## src/rtl/pipe_pkg.sv

```systemverilog
// Shared pipeline constants: datapath widths, forward-select encodings and ALU function codes.
package pipe_pkg;

    localparam int unsigned DW     = 32;
    localparam int unsigned RW     = 5;
    localparam int unsigned CTRL_W = 4;

    localparam logic [1:0] FWD_REG   = 2'd0;
    localparam logic [1:0] FWD_EXMEM = 2'd1;
    localparam logic [1:0] FWD_MEMWB = 2'd2;

    typedef enum logic [CTRL_W-1:0] {
        ALU_ADD, ALU_SUB, ALU_AND, ALU_OR, ALU_NOR, ALU_NAND, ALU_SLT, ALU_SLTU,
        ALU_SLL, ALU_SRL, ALU_SRA, ALU_ROL, ALU_ROR, ALU_LUI, ALU_PASSB, ALU_XOR
    } alu_op_e;

endpackage

```

## src/rtl/fwd_select.sv

```systemverilog
// Per-operand forwarding: compares a source specifier against EX/MEM and MEM/WB destinations
// and muxes the youngest matching producer over the stored register value.
module fwd_select
    import pipe_pkg::*;
#(
    parameter int unsigned DW = pipe_pkg::DW,
    parameter int unsigned RW = pipe_pkg::RW
) (
    input  logic [RW-1:0] rs,
    input  logic [0:DW-1] reg_val,
    input  logic [RW-1:0] exmem_rd,
    input  logic          exmem_reg_write,
    input  logic [0:DW-1] exmem_result,
    input  logic [RW-1:0] memwb_rd,
    input  logic          memwb_reg_write,
    input  logic [0:DW-1] memwb_result,
    output logic [1:0]    sel,
    output logic [0:DW-1] value
);

    logic rs_nonzero;

    assign rs_nonzero = (rs != '0);

    // EX/MEM is checked first: it holds the younger producer of the register.
    always_comb begin
        sel   = FWD_REG;
        value = reg_val;
        if (rs_nonzero && exmem_reg_write && (exmem_rd == rs)) begin
            sel   = FWD_EXMEM;
            value = exmem_result;
        end else if (rs_nonzero && memwb_reg_write && (memwb_rd == rs)) begin
            sel   = FWD_MEMWB;
            value = memwb_result;
        end
    end

endmodule

```

## src/rtl/id_ex_operand_stage.sv

```systemverilog
// ID/EX pipeline register with EX-stage operand forwarding feeding the ALU.
// Stall holds control but refreshes stored operands; flush inserts a bubble and wins over stall.
module id_ex_operand_stage
    import pipe_pkg::*;
#(
    parameter int unsigned DW = pipe_pkg::DW,
    parameter int unsigned RW = pipe_pkg::RW
) (
    input  logic              clk,
    input  logic              rst_n,
    input  logic              stall,
    input  logic              flush,
    input  logic              id_valid,
    input  logic [RW-1:0]     id_rs1,
    input  logic [RW-1:0]     id_rs2,
    input  logic [RW-1:0]     id_rd,
    input  logic              id_reg_write,
    input  logic [0:DW-1]     id_busA,
    input  logic [0:DW-1]     id_busB,
    input  logic [0:DW-1]     id_imm,
    input  logic              id_use_imm,
    input  logic [CTRL_W-1:0] id_alu_ctrl,
    input  logic [RW-1:0]     exmem_rd,
    input  logic              exmem_reg_write,
    input  logic [0:DW-1]     exmem_result,
    input  logic [RW-1:0]     memwb_rd,
    input  logic              memwb_reg_write,
    input  logic [0:DW-1]     memwb_result,
    output logic [0:DW-1]     alu_a,
    output logic [0:DW-1]     alu_b,
    output logic [CTRL_W-1:0] alu_ctrl,
    output logic [0:DW-1]     ex_store_data,
    output logic [RW-1:0]     ex_rd,
    output logic              ex_reg_write,
    output logic              ex_valid,
    output logic [1:0]        fwd_a,
    output logic [1:0]        fwd_b
);

    logic              valid_q, valid_d;
    logic              reg_write_q, reg_write_d;
    logic [RW-1:0]     rd_q, rd_d;
    logic [RW-1:0]     rs1_q, rs1_d;
    logic [RW-1:0]     rs2_q, rs2_d;
    logic [0:DW-1]     bus_a_q, bus_a_d;
    logic [0:DW-1]     bus_b_q, bus_b_d;
    logic [0:DW-1]     imm_q, imm_d;
    logic              use_imm_q, use_imm_d;
    logic [CTRL_W-1:0] alu_ctrl_q, alu_ctrl_d;

    logic [0:DW-1]     rs1_val;
    logic [0:DW-1]     rs2_val;

    fwd_select #(.DW(DW), .RW(RW)) u_fwd_a (
        .rs              (rs1_q),
        .reg_val         (bus_a_q),
        .exmem_rd        (exmem_rd),
        .exmem_reg_write (exmem_reg_write),
        .exmem_result    (exmem_result),
        .memwb_rd        (memwb_rd),
        .memwb_reg_write (memwb_reg_write),
        .memwb_result    (memwb_result),
        .sel             (fwd_a),
        .value           (rs1_val)
    );

    fwd_select #(.DW(DW), .RW(RW)) u_fwd_b (
        .rs              (rs2_q),
        .reg_val         (bus_b_q),
        .exmem_rd        (exmem_rd),
        .exmem_reg_write (exmem_reg_write),
        .exmem_result    (exmem_result),
        .memwb_rd        (memwb_rd),
        .memwb_reg_write (memwb_reg_write),
        .memwb_result    (memwb_result),
        .sel             (fwd_b),
        .value           (rs2_val)
    );

    always_comb begin
        valid_d     = valid_q;
        reg_write_d = reg_write_q;
        rd_d        = rd_q;
        rs1_d       = rs1_q;
        rs2_d       = rs2_q;
        bus_a_d     = bus_a_q;
        bus_b_d     = bus_b_q;
        imm_d       = imm_q;
        use_imm_d   = use_imm_q;
        alu_ctrl_d  = alu_ctrl_q;
        if (flush) begin
            // Bubble: rs=0 guarantees the slot never forwards.
            valid_d     = 1'b0;
            reg_write_d = 1'b0;
            rd_d        = '0;
            rs1_d       = '0;
            rs2_d       = '0;
            bus_a_d     = '0;
            bus_b_d     = '0;
            imm_d       = '0;
            use_imm_d   = 1'b0;
            alu_ctrl_d  = '0;
        end else if (stall) begin
            // Latch forwarded values so a producer retiring during the stall is not lost.
            bus_a_d = rs1_val;
            bus_b_d = rs2_val;
        end else begin
            valid_d     = id_valid;
            reg_write_d = id_reg_write & id_valid;
            rd_d        = id_rd;
            rs1_d       = id_rs1;
            rs2_d       = id_rs2;
            bus_a_d     = id_busA;
            bus_b_d     = id_busB;
            imm_d       = id_imm;
            use_imm_d   = id_use_imm;
            alu_ctrl_d  = id_alu_ctrl;
        end
    end

    always_ff @(posedge clk or negedge rst_n) begin
        if (!rst_n) begin
            valid_q     <= 1'b0;
            reg_write_q <= 1'b0;
            rd_q        <= '0;
            rs1_q       <= '0;
            rs2_q       <= '0;
            bus_a_q     <= '0;
            bus_b_q     <= '0;
            imm_q       <= '0;
            use_imm_q   <= 1'b0;
            alu_ctrl_q  <= '0;
        end else begin
            valid_q     <= valid_d;
            reg_write_q <= reg_write_d;
            rd_q        <= rd_d;
            rs1_q       <= rs1_d;
            rs2_q       <= rs2_d;
            bus_a_q     <= bus_a_d;
            bus_b_q     <= bus_b_d;
            imm_q       <= imm_d;
            use_imm_q   <= use_imm_d;
            alu_ctrl_q  <= alu_ctrl_d;
        end
    end

    assign alu_a         = rs1_val;
    assign ex_store_data = rs2_val;
    assign alu_b         = use_imm_q ? imm_q : rs2_val;
    assign alu_ctrl      = alu_ctrl_q;
    assign ex_rd         = rd_q;
    assign ex_reg_write  = reg_write_q;
    assign ex_valid      = valid_q;

endmodule

```

## config.mk

```make
export PLATFORM = sky130hd
export DESIGN_NAME = id_ex_operand_stage
export DESIGN_NICKNAME = d
export VERILOG_FILES = /design/src/rtl/pipe_pkg.sv /design/src/rtl/fwd_select.sv /design/src/rtl/id_ex_operand_stage.sv
export SDC_FILE = /design/constraint.sdc
export NUM_CORES = 1
export LEC_CHECK = 0
export ABC_AREA = 1
export CORE_UTILIZATION = 43
export CTS_CLUSTER_DIAMETER = 40
export CTS_CLUSTER_SIZE = 14
export DETAILED_ROUTE_END_ITERATION = 10
export GPL_TIMING_DRIVEN = 0
export PLACE_DENSITY_LB_ADDON = 0.3
export SETUP_SLACK_MARGIN = 0.05
export SYNTH_ARGS = -nofsm -noshare
export SYNTH_HDL_FRONTEND = slang
export SYNTH_SLANG_ARGS = --single-unit
```

## constraint.sdc

```tcl
create_clock -name clk -period 2.4 [get_ports clk]
set_clock_uncertainty 0.2 [all_clocks]
set_input_delay 0.48 -clock clk [delete_from_list [all_inputs] [get_ports clk]]
set_output_delay 0.48 -clock clk [all_outputs]
set_load 0.02 [all_outputs]
```

==> flow_summary.toml, run 1 <==
[run_status]
status = "finished, violations left"
violations = "setup timing"

[timing]
fin_crit_sh_pct = 124
hold_viol = 0
maxSlewViolCount = 0
tns_ns = -48.03
fmax_mhz = 335
setup_viol = 114
relSlewSlack_pct = 44.7
rsz0062_at_grt = "true"
layout_setup_ws_ns = -0.585
fin_hold_ws_ns = 0.299
layout_min_cycle_time_ns = 2.99
worst_slew_pin_slew_ns = 0.829

[yosys]
synth.cell_area_um2 = 7140
synth_seq_area_share_pct = 41.3
ys_warn_count = 0
postSynth.asyncResetShare_pct = 100
avgSynthCellArea_um2 = 7.23
synth_top_flop_cell = "dfrtp_1"
synthTopCellsByCount = "nand2_1 (366), nand3_1 (228), dfrtp_1 (118)"
synth_area_leaders = "dfrtp_1 (41%), nand2_1 (19%), nand3_1 (16%)"
yosysTopAreaCell = "dfrtp_1"
syn_nets = 1186
synth-seq-cells = 118
synthDistinctLibCells = 26
synth_edf_count = 0
synthCells = 988
yosysMostFrequentCell = "nand2_1"
yosysTopAreaCellShare_pct = 41.3

[critical_path]
endpoint_kind = "output pin"
cp_max_fo = 10
cp.arrival_ns = 2.31
crit_buf_inv = 5
cp_top_family = "simple AND/OR/NAND/NOR gates"
cpMaxStageDelayCell = "dfrtp_2"
crit_type = "reg2out"
worstSetupStartpointType = "flip-flop"
crit_required_ns = 1.72
cpPeakStageDelay_ns = 0.43
critical_path.cell_chain = "inv_2 > nand2_1 > nand2_1 > inv_1 > nand2_2 > nor2_8 > buf_12 > buf_12 > nand3_1 > nand3_2 > and2_1 > buf_6"

[clock_tree]
h-tree-depth = 4
cts_tree = "yes"
cts_buffers = 17
cts.sinks = 118
cts_root_buf = "clkbuf_16"
clkSlewWorstSetupHoldPaths_ns = 0.06
clockBufferDepth = 2
clkLatencyLatePin_ns = 0.43

[power]
powerDensity_nw_per_um2 = 511
leakage_nw = 6.96
vdd_drop_max_uv = 528
p_total_mw = 7.16

[global_routing]
grtUsageMet1_pct = 44.7
antenna_found_initial = 2
grt-busiest-layer = "met2"
grt_usage_pct = 40.3
met2_usage_pct = 67.5
grt.overflow.total = 0
grt_first_pass_wirelength_um = 50600
grt_pass1_vias = 9471
use_met3_pct = 13.0
grt_max_degree = 65

[job]
cap_viol_max_count = 0

[floorplan]
num_rows = 46
die_w_um = 131
io_pins = 309
fp.dieH_um = 131
start_util_pct = 44.5
die_area_um2 = 17100
core_um2 = 16100

[routing]
firstDrtPassIters = 7
viasPerCell = 6.06
vias = 9899
ant_nets = 0
drt-total-wl_um = 39300
routedWlPerCell_um = 24.1
drt_iter0_markers = 1110
drc = 0

[finish]
utilization_pct = 87.2
fin_nets = 1601
area.growth.synth_to_final_pct = 96.0
n_fill_cell = 784
drive_gt1_share_pct = 41.5
seq_area_um2 = 2950
final_cells = 1633
multi_input_area_um2 = 5150
final_area_um2 = 14000

[place]
place_hpwl_um = 20300
numPortBuffers = 308
place_ws_ns = -1.19
place_congestion = 0.881
dp_cells = 1513
place_area_um2 = 10500

[hold_path]
hold_class = "reg2reg"
## worst paths after layout
check	from	end	slack, ns	cells after the start
max	rs2_q[3]	ex_store_data[9]	-0.59	12
min reg2reg	imm_q[2]	imm_q[2]	0.30	1
min in group asynchronous	rst_n	bus_b_q[13]	0.37	2
max reg2reg	rs1_q[2]	bus_a_q[30]	-0.55	19
max in group asynchronous	rst_n	rs2_q[3]	0.87	3
min	imm_q[2]	imm_q[2]	0.30	1
## sequential cells by signal, summed over array words and instances, names as in the netlist
signal	cells
ex_valid	1
alu_ctrl	4
use_imm_q	1
bus_b_q	32
ex_reg_write	1
bus_a_q	32
rs1_q	5
ex_rd	5
imm_q	32
rs2_q	5
## cell usage in the layout, fill, tap and decap left out, types with 2 or more instances in the layout
cell             instances
a21oi_2                  2
a22o_1                  42
and2_1                  10
and2_4                  54
buf_12                  13
buf_16                   8
buf_2                   10
buf_4                   63
buf_6                  105
buf_8                   23
bufinv_16                3
clkbuf_1                25
clkbuf_16               19
clkbuf_2                 2
clkbuf_8                 6
clkdlybuf4s50_1        195
clkinv_2                 2
clkinv_8                 2
clkinvlp_4               2
dfrtp_1                117
dlygate4sd2_1           11
inv_1                   44
inv_2                   13
nand2_1                261
nand2_2                 78
nand2_4                 35
nand2_8                  4
nand3_1                103
nand3_2                 93
nand3_4                 34
nand4_1                  2
nor2_2                   7
nor2_4                   6
o21ai_0                 11
o21ai_1                  2
## cell families after synthesis
family | share of synthesized area [%]
buf+inv | 8.11
simple gates | 44.0
flops | 41.3
compound gates | 6.60
## layer usage
| metal | up-vias | wire [µm] |
|---|---|---|
| met1 | 4643 | 13200 |
| met4 | 0 | 3210 |
| met2 | 866 | 18500 |
| met5 | - | 0 |
| met3 | 314 | 4430 |
| li1 | 4076 | - |
## what timing repair did
item                                    4_1_cts  5_1_grt
cloned                                       13        2
buffers inserted                             58       20
pin swaps                                    68       66
gates resized for setup                     880      197
hold buffers                                  1        0
endpoints found under the setup margin      100      121
hold endpoints to repair                     54        0
## area by class of cell
type                    count  area share [%]
inverters                  59            1.76
clock inverters             7           0.822
plain buffers              60            3.80
multi-input cells         750            36.8
clock buffers              25            3.68
well taps                 216            1.93
diodes                      1          0.0179
flip-flops and latches    118            21.1
repair buffers            397            30.1
## power breakdown
part,internal [mW],switching [mW]
clock network,1.80,1.01
registers,2.11,0.0817
logic,1.05,1.11
total,4.96,2.20
Note: power is estimated with default switching activity, not from simulation.
==> inputs of run 2 (changes only) <==
--- a/config.mk
+++ b/config.mk
@@ -12,6 +12,7 @@
 export DETAILED_ROUTE_END_ITERATION = 10
 export GPL_TIMING_DRIVEN = 0
 export PLACE_DENSITY_LB_ADDON = 0.3
+export REMOVE_ABC_BUFFERS = 1
 export SETUP_SLACK_MARGIN = 0.05
 export SYNTH_ARGS = -nofsm -noshare
 export SYNTH_HDL_FRONTEND = slang
==> run 2 against run 1 <==
The run still ends with setup timing left. Flip-flop and latch count stayed put. Register-to-register slack better by 0.31 ns. Die area stayed put. First-iteration DRC count is 11% higher. Cell count is 0.55% lower.
==> flow_summary.toml, run 2 (synthesis results as in run 1) <==
[run_status]
status = "finished, violations left"
violations = "setup timing"

[timing]
relSlewSlack_pct = 36.9
layout_min_cycle_time_ns = 3.30
setup_viol = 104
rsz0062_at_grt = "true"
hold_viol = 0
worst_slew_pin_slew_ns = 0.946
fin_crit_sh_pct = 138
tns_ns = -75.92
fmax_mhz = 303
fin_hold_ws_ns = 0.304
maxSlewViolCount = 0
layout_setup_ws_ns = -0.901

[clock_tree]
clkSlewWorstSetupHoldPaths_ns = 0.06
clkLatencyLatePin_ns = 0.44
clockBufferDepth = 2
h-tree-depth = 4
cts.sinks = 118
cts_buffers = 17
cts_root_buf = "clkbuf_16"
cts_tree = "yes"

[floorplan]
core_um2 = 16100
fp.dieH_um = 131
start_util_pct = 44.5
die_area_um2 = 17100
die_w_um = 131
io_pins = 309
num_rows = 46

[finish]
n_fill_cell = 699
area.growth.synth_to_final_pct = 102
fin_nets = 1588
top_regs = "bus_a_q (32), bus_b_q (32), imm_q (32)"
final_common_cell = "nand2_1"
drive_gt1_share_pct = 42.9
final_cell_mix = "nand2_1 (261), clkdlybuf4s50_1 (195), dfrtp_1 (116)"

[critical_path]
crit_type = "in2out"
critical_path.cell_chain = "dlygate4sd2_1 > inv_1 > nand2_1 > nand3_1 > nor2_4 > nand3_4 > buf_12 > inv_8 > nand2_2 > and2_1 > buf_2"
cp.arrival_ns = 2.62
worstRegToRegCells = 14
worstSetupStartpointType = "primary input"
cp_top_family = "buffers and inverters"
cp_num_cells = 11
endpoint_kind = "output pin"
cp_max_fo = 7
cpPeakStageDelay_ns = 0.33
cpMaxStageDelayCell = "dlygate4sd2_1"
crit_required_ns = 1.72
crit_buf_inv = 5

[global_routing]
grt_max_degree = 69
grt_first_pass_wirelength_um = 54100
antenna_found_initial = 7
grt_pass1_vias = 9130
grt.overflow.total = 0
grt_usage_pct = 44.3

[hold_path]
whs_path_depth = 1
hold_class = "reg2reg"

[power]
vdd_drop_max_uv = 523
power_frac_seq_pct = 30.9
internal_power_mw = 4.77
p_comb_share_pct = 33.7
leakage_nw = 7.02
p_total_mw = 7.13
switching_share_pct = 33.2
switchingPower_mw = 2.37
pwr-share-clk_pct = 35.4
powerDensity_nw_per_um2 = 495

[routing]
firstDrtPassIters = 8
drt_iter0_markers = 1228
routedWlPerCell_um = 28.6
viasPerCell = 6.25
drt-total-wl_um = 46400
ant_nets = 0
drc = 0
vias = 10145

[place]
numPortBuffers = 308
place_congestion = 0.833
place_hpwl_um = 17200

[job]
cap_viol_max_count = 0
run 2: cell count changes in the layout (fill, tap and decap cells not counted), sizes merged:
cell	change
buf	-17
bufinv	-2
clkbuf	-26
clkdlybuf4s15	-1
clkinv	+7
clkinvlp	+2
diode	+4
dlygate4sd2	+1
inv	+6
nand2	+11
nand3	+1
nor2	+5
run 2: final cells by class:
cell class / instances / area, µm² / share of cell area, %
flip-flops and latches: 118 / 2960 / 20.5
repair inverters: 11 / 210 / 1.46
diodes: 5 / 12.5 / 0.0869
clock buffers: 23 / 488 / 3.39
inverters: 59 / 268 / 1.86
well taps: 216 / 270 / 1.88
multi-input cells: 767 / 5580 / 38.7
repair buffers: 416 / 4540 / 31.5
clock inverters: 9 / 75.1 / 0.521
run 2: metal layers:
metal / wire length, µm / GRT usage, % / vias up
met1: 14500 / 48.9 / 4709
met4: 4350 / 30.2 / 12
li1: - / - / 4065
met3: 7230 / 16.2 / 372
met5: 236 / 0 / -
met2: 20000 / 71.4 / 987
run 2: worst reg2reg max path: stages (launching register included):
cell     delay (ns)
dfrtp_1        0.42
inv_2          0.10
nand2_2        0.24
nand3_4        0.17
nor2_4         0.22
buf_12         0.19
buf_12         0.13
nand2_8        0.07
nand2_2        0.08
nand3_2        0.14
buf_4          0.18
buf_4          0.13
buf_4          0.12
nand3_1        0.06
nand2_1        0.07
run 2: per-stage QoR:
| step | instance area [µm²] | utilization (%) | setup WS [ns] | std cells |
|---|---|---|---|---|
| CTS | 13000 | 81.1 | -0.414 | 1586 |
| floorplan | 6790 | - | -1.15 | 927 |
| global route | 14400 | 89.7 | -0.868 | 1624 |
| global placement | 10100 | 63.2 | -4.30 | 1451 |
| finish | 14400 | 89.7 | -0.901 | 1624 |
| detailed placement | 10300 | 64.2 | -2.09 | 1458 |
run 2: path summary, 6_finish.rpt:
| check | slack (ns) | end | start |
|---|---|---|---|
| min in group asynchronous | 0.36 | rs2_q[3] | rst_n |
| max in group asynchronous | 0.86 | bus_b_q[11] | rst_n |
| setup / recovery | -0.90 | ex_store_data[1] | exmem_rd[0] |
| hold / removal | 0.30 | imm_q[14] | imm_q[14] |
| hold reg to reg | 0.30 | imm_q[14] | imm_q[14] |
| setup reg to reg | -0.24 | bus_a_q[18] | rs1_q[0] |
run 2: power by group through the flow:
stage	clock, mW	sequential, mW	combinational (mW)
5_1_grt	2.61	2.21	2.48
4_1_cts	2.46	2.17	1.98
6_report	2.52	2.20	2.40
3_3_place_gp	0	2.20	1.49
3_5_place_dp	0	2.20	1.52
2_1_floorplan	0	2.20	0.657
run 2: repair_timing:
action	in CTS	in global routing
endpoints found under the hold margin	50	0
setup endpoints to repair	170	101
hold buffers	1	0
cloned	29	5
gates resized for setup	861	231
buffers inserted	66	32
pin swaps	59	96
==> inputs of run 3 (changes only) <==
--- a/config.mk
+++ b/config.mk
@@ -14,6 +14,7 @@
 export PLACE_DENSITY_LB_ADDON = 0.3
 export REMOVE_ABC_BUFFERS = 1
 export SETUP_SLACK_MARGIN = 0.05
+export SKIP_LAST_GASP = 1
 export SYNTH_ARGS = -nofsm -noshare
 export SYNTH_HDL_FRONTEND = slang
 export SYNTH_SLANG_ARGS = --single-unit
==> run 3 against run 2 <==
The run still ends with setup timing left. Combinational power is 6% lower. Sequential power hardly changed. Global-route usage is 0.36 points lower. Register-to-register slack better by 0.26 ns. Power is 2.7% lower. Via count is 4.0% lower. Non-clock buffer count is 10 lower. Setup slack better by 0.20 ns. Flip-flop and latch count stayed put. Cell count is 0.68% lower. Critical endpoint is now alu_b[5].
==> flow_summary.toml, run 3 (synthesis results as in run 1) <==
[critical_path]
crit_required_ns = 1.72
cp.arrival_ns = 2.42
crit_type = "reg2out"
endpoint_kind = "output pin"
cp_max_fo = 8
worstSetupStartpointType = "flip-flop"

[global_routing]
grt_max_degree = 69
grt.overflow.total = 0
antenna_found_initial = 6
grt_first_pass_wirelength_um = 53600
grt_usage_pct = 43.9
grt_pass1_vias = 9146

[timing]
tns_ns = -61.24
worst_slew_pin_slew_ns = 1.03
relSlewSlack_pct = 31.4
layout_min_cycle_time_ns = 3.10
setup_viol = 100
fin_crit_sh_pct = 129
rsz0062_at_grt = "true"
maxSlewViolCount = 0
fin_hold_ws_ns = 0.300
hold_viol = 0
layout_setup_ws_ns = -0.697
fmax_mhz = 323

[clock_tree]
cts_tree = "yes"
h-tree-depth = 4
clockBufferDepth = 2
clkSlewWorstSetupHoldPaths_ns = 0.06
cts_root_buf = "clkbuf_16"
clkLatencyLatePin_ns = 0.43
cts_buffers = 17
cts.sinks = 118

[power]
leakage_nw = 6.80
internal_power_mw = 4.69
switching_share_pct = 32.3
powerDensity_nw_per_um2 = 503
pwr-share-clk_pct = 35.9
vdd_drop_max_uv = 532
power_frac_seq_pct = 31.6
p_total_mw = 6.94
p_comb_share_pct = 32.4
switchingPower_mw = 2.24

[run_status]
status = "finished, violations left"
violations = "setup timing"

[routing]
drc = 0
drt-total-wl_um = 42300
ant_nets = 0
drt_iter0_markers = 1103
viasPerCell = 6.04
routedWlPerCell_um = 26.2
vias = 9739
firstDrtPassIters = 9

[floorplan]
die_area_um2 = 17100
fp.dieH_um = 131
num_rows = 46
start_util_pct = 44.5
core_um2 = 16100
io_pins = 309
die_w_um = 131

[hold_path]
hold_class = "reg2reg"

[finish]
top_regs = "bus_a_q (32), bus_b_q (32), imm_q (32)"
utilization_pct = 85.9
final_cells = 1613
final_area_um2 = 13800
drive_gt1_share_pct = 39.0
area.growth.synth_to_final_pct = 93.1
final_cell_mix = "nand2_1 (281), clkdlybuf4s50_1 (195), nand3_1 (125)"
final_common_cell = "nand2_1"
n_fill_cell = 813
fin_nets = 1577

[place]
place_congestion = 0.833
place_area_um2 = 10300
numPortBuffers = 308
dp_cells = 1458
place_hpwl_um = 17200
place_ws_ns = -2.09

[job]
cap_viol_max_count = 0
-- run 3: cell types whose count changed in the layout (fill, tap and decap cells not counted), moves of 4 or more --
cell and change:
nand2_4 -5, nand2_1 +20, and2_1 +8, and2_4 -8, nand3_1 +19, nand3_2 -5
buf_4 +9, nand3_4 -14, buf_6 -17, nand2_2 -11, nand2_8 -4
-- run 3: final timing paths --
path / start / to / slack, ns / depth (start not counted)
setup / recovery: rs2_q[2] / alu_b[5] / -0.70 / 12
hold / removal: imm_q[20] / imm_q[20] / 0.30 / 1
setup reg to reg: rs2_q[2] / bus_b_q[0] / 0.02 / 12
hold reg to reg: imm_q[20] / imm_q[20] / 0.30 / 1
min in group asynchronous: rst_n / rs2_q[3] / 0.40 / 2
max in group asynchronous: rst_n / rs1_q[1] / 0.82 / 3
-- run 3: worst max-delay path, cell delays in order (launching register included) --
cell,delay [ns]
dfrtp_1,0.43
inv_2,0.13
nand2_1,0.17
nand2_2,0.14
nand2_4,0.09
nor2_8,0.16
buf_12,0.19
nand2_8,0.13
nand2_1,0.10
nand3_2,0.09
nand3_1,0.09
nand2_1,0.08
buf_6,0.14
-- run 3: per-layer routing --
| metal | global-route usage [%] | vias to the layer above | share of wire, % |
|---|---|---|---|
| met5 | 0 | - | 0.092 |
| met4 | 28.9 | 4 | 8.3 |
| met3 | 15.6 | 306 | 13 |
| met2 | 71.6 | 812 | 45 |
| met1 | 48.5 | 4567 | 33 |
| li1 | - | 4050 | - |
-- run 3: cell type report --
type                            count  area, µm²  share of cell area (%)
Multi-Input combinational cell    767       5230                    37.9
Timing Repair Buffer              406       4340                    31.5
Sequential cell                   118       2960                    21.4
Clock buffer                       23        488                    3.54
Tap cell                          216        270                    1.96
Inverter                           59        260                    1.89
Timing Repair inverter             10        170                    1.23
Clock inverter                      9       75.1                   0.544
Antenna cell                        5       12.5                  0.0907
-- run 3: repair_timing --
action | CTS | global route
setup buffers | 66 | 21
endpoints found under the hold margin | 50 | 0
gates resized for setup | 825 | 166
cloned | 29 | 3
hold buffers | 1 | 0
pin swaps | 58 | 56
setup endpoints to repair | 170 | 101
-- run 3: power by group through the flow --
stage	registers [mW]	clock network (mW)	logic (mW)
finish	2.19	2.49	2.25
global placement	2.20	0	1.49
CTS	2.17	2.46	1.96
detailed placement	2.20	0	1.52
floorplan	2.20	0	0.657
global route	2.20	2.59	2.33
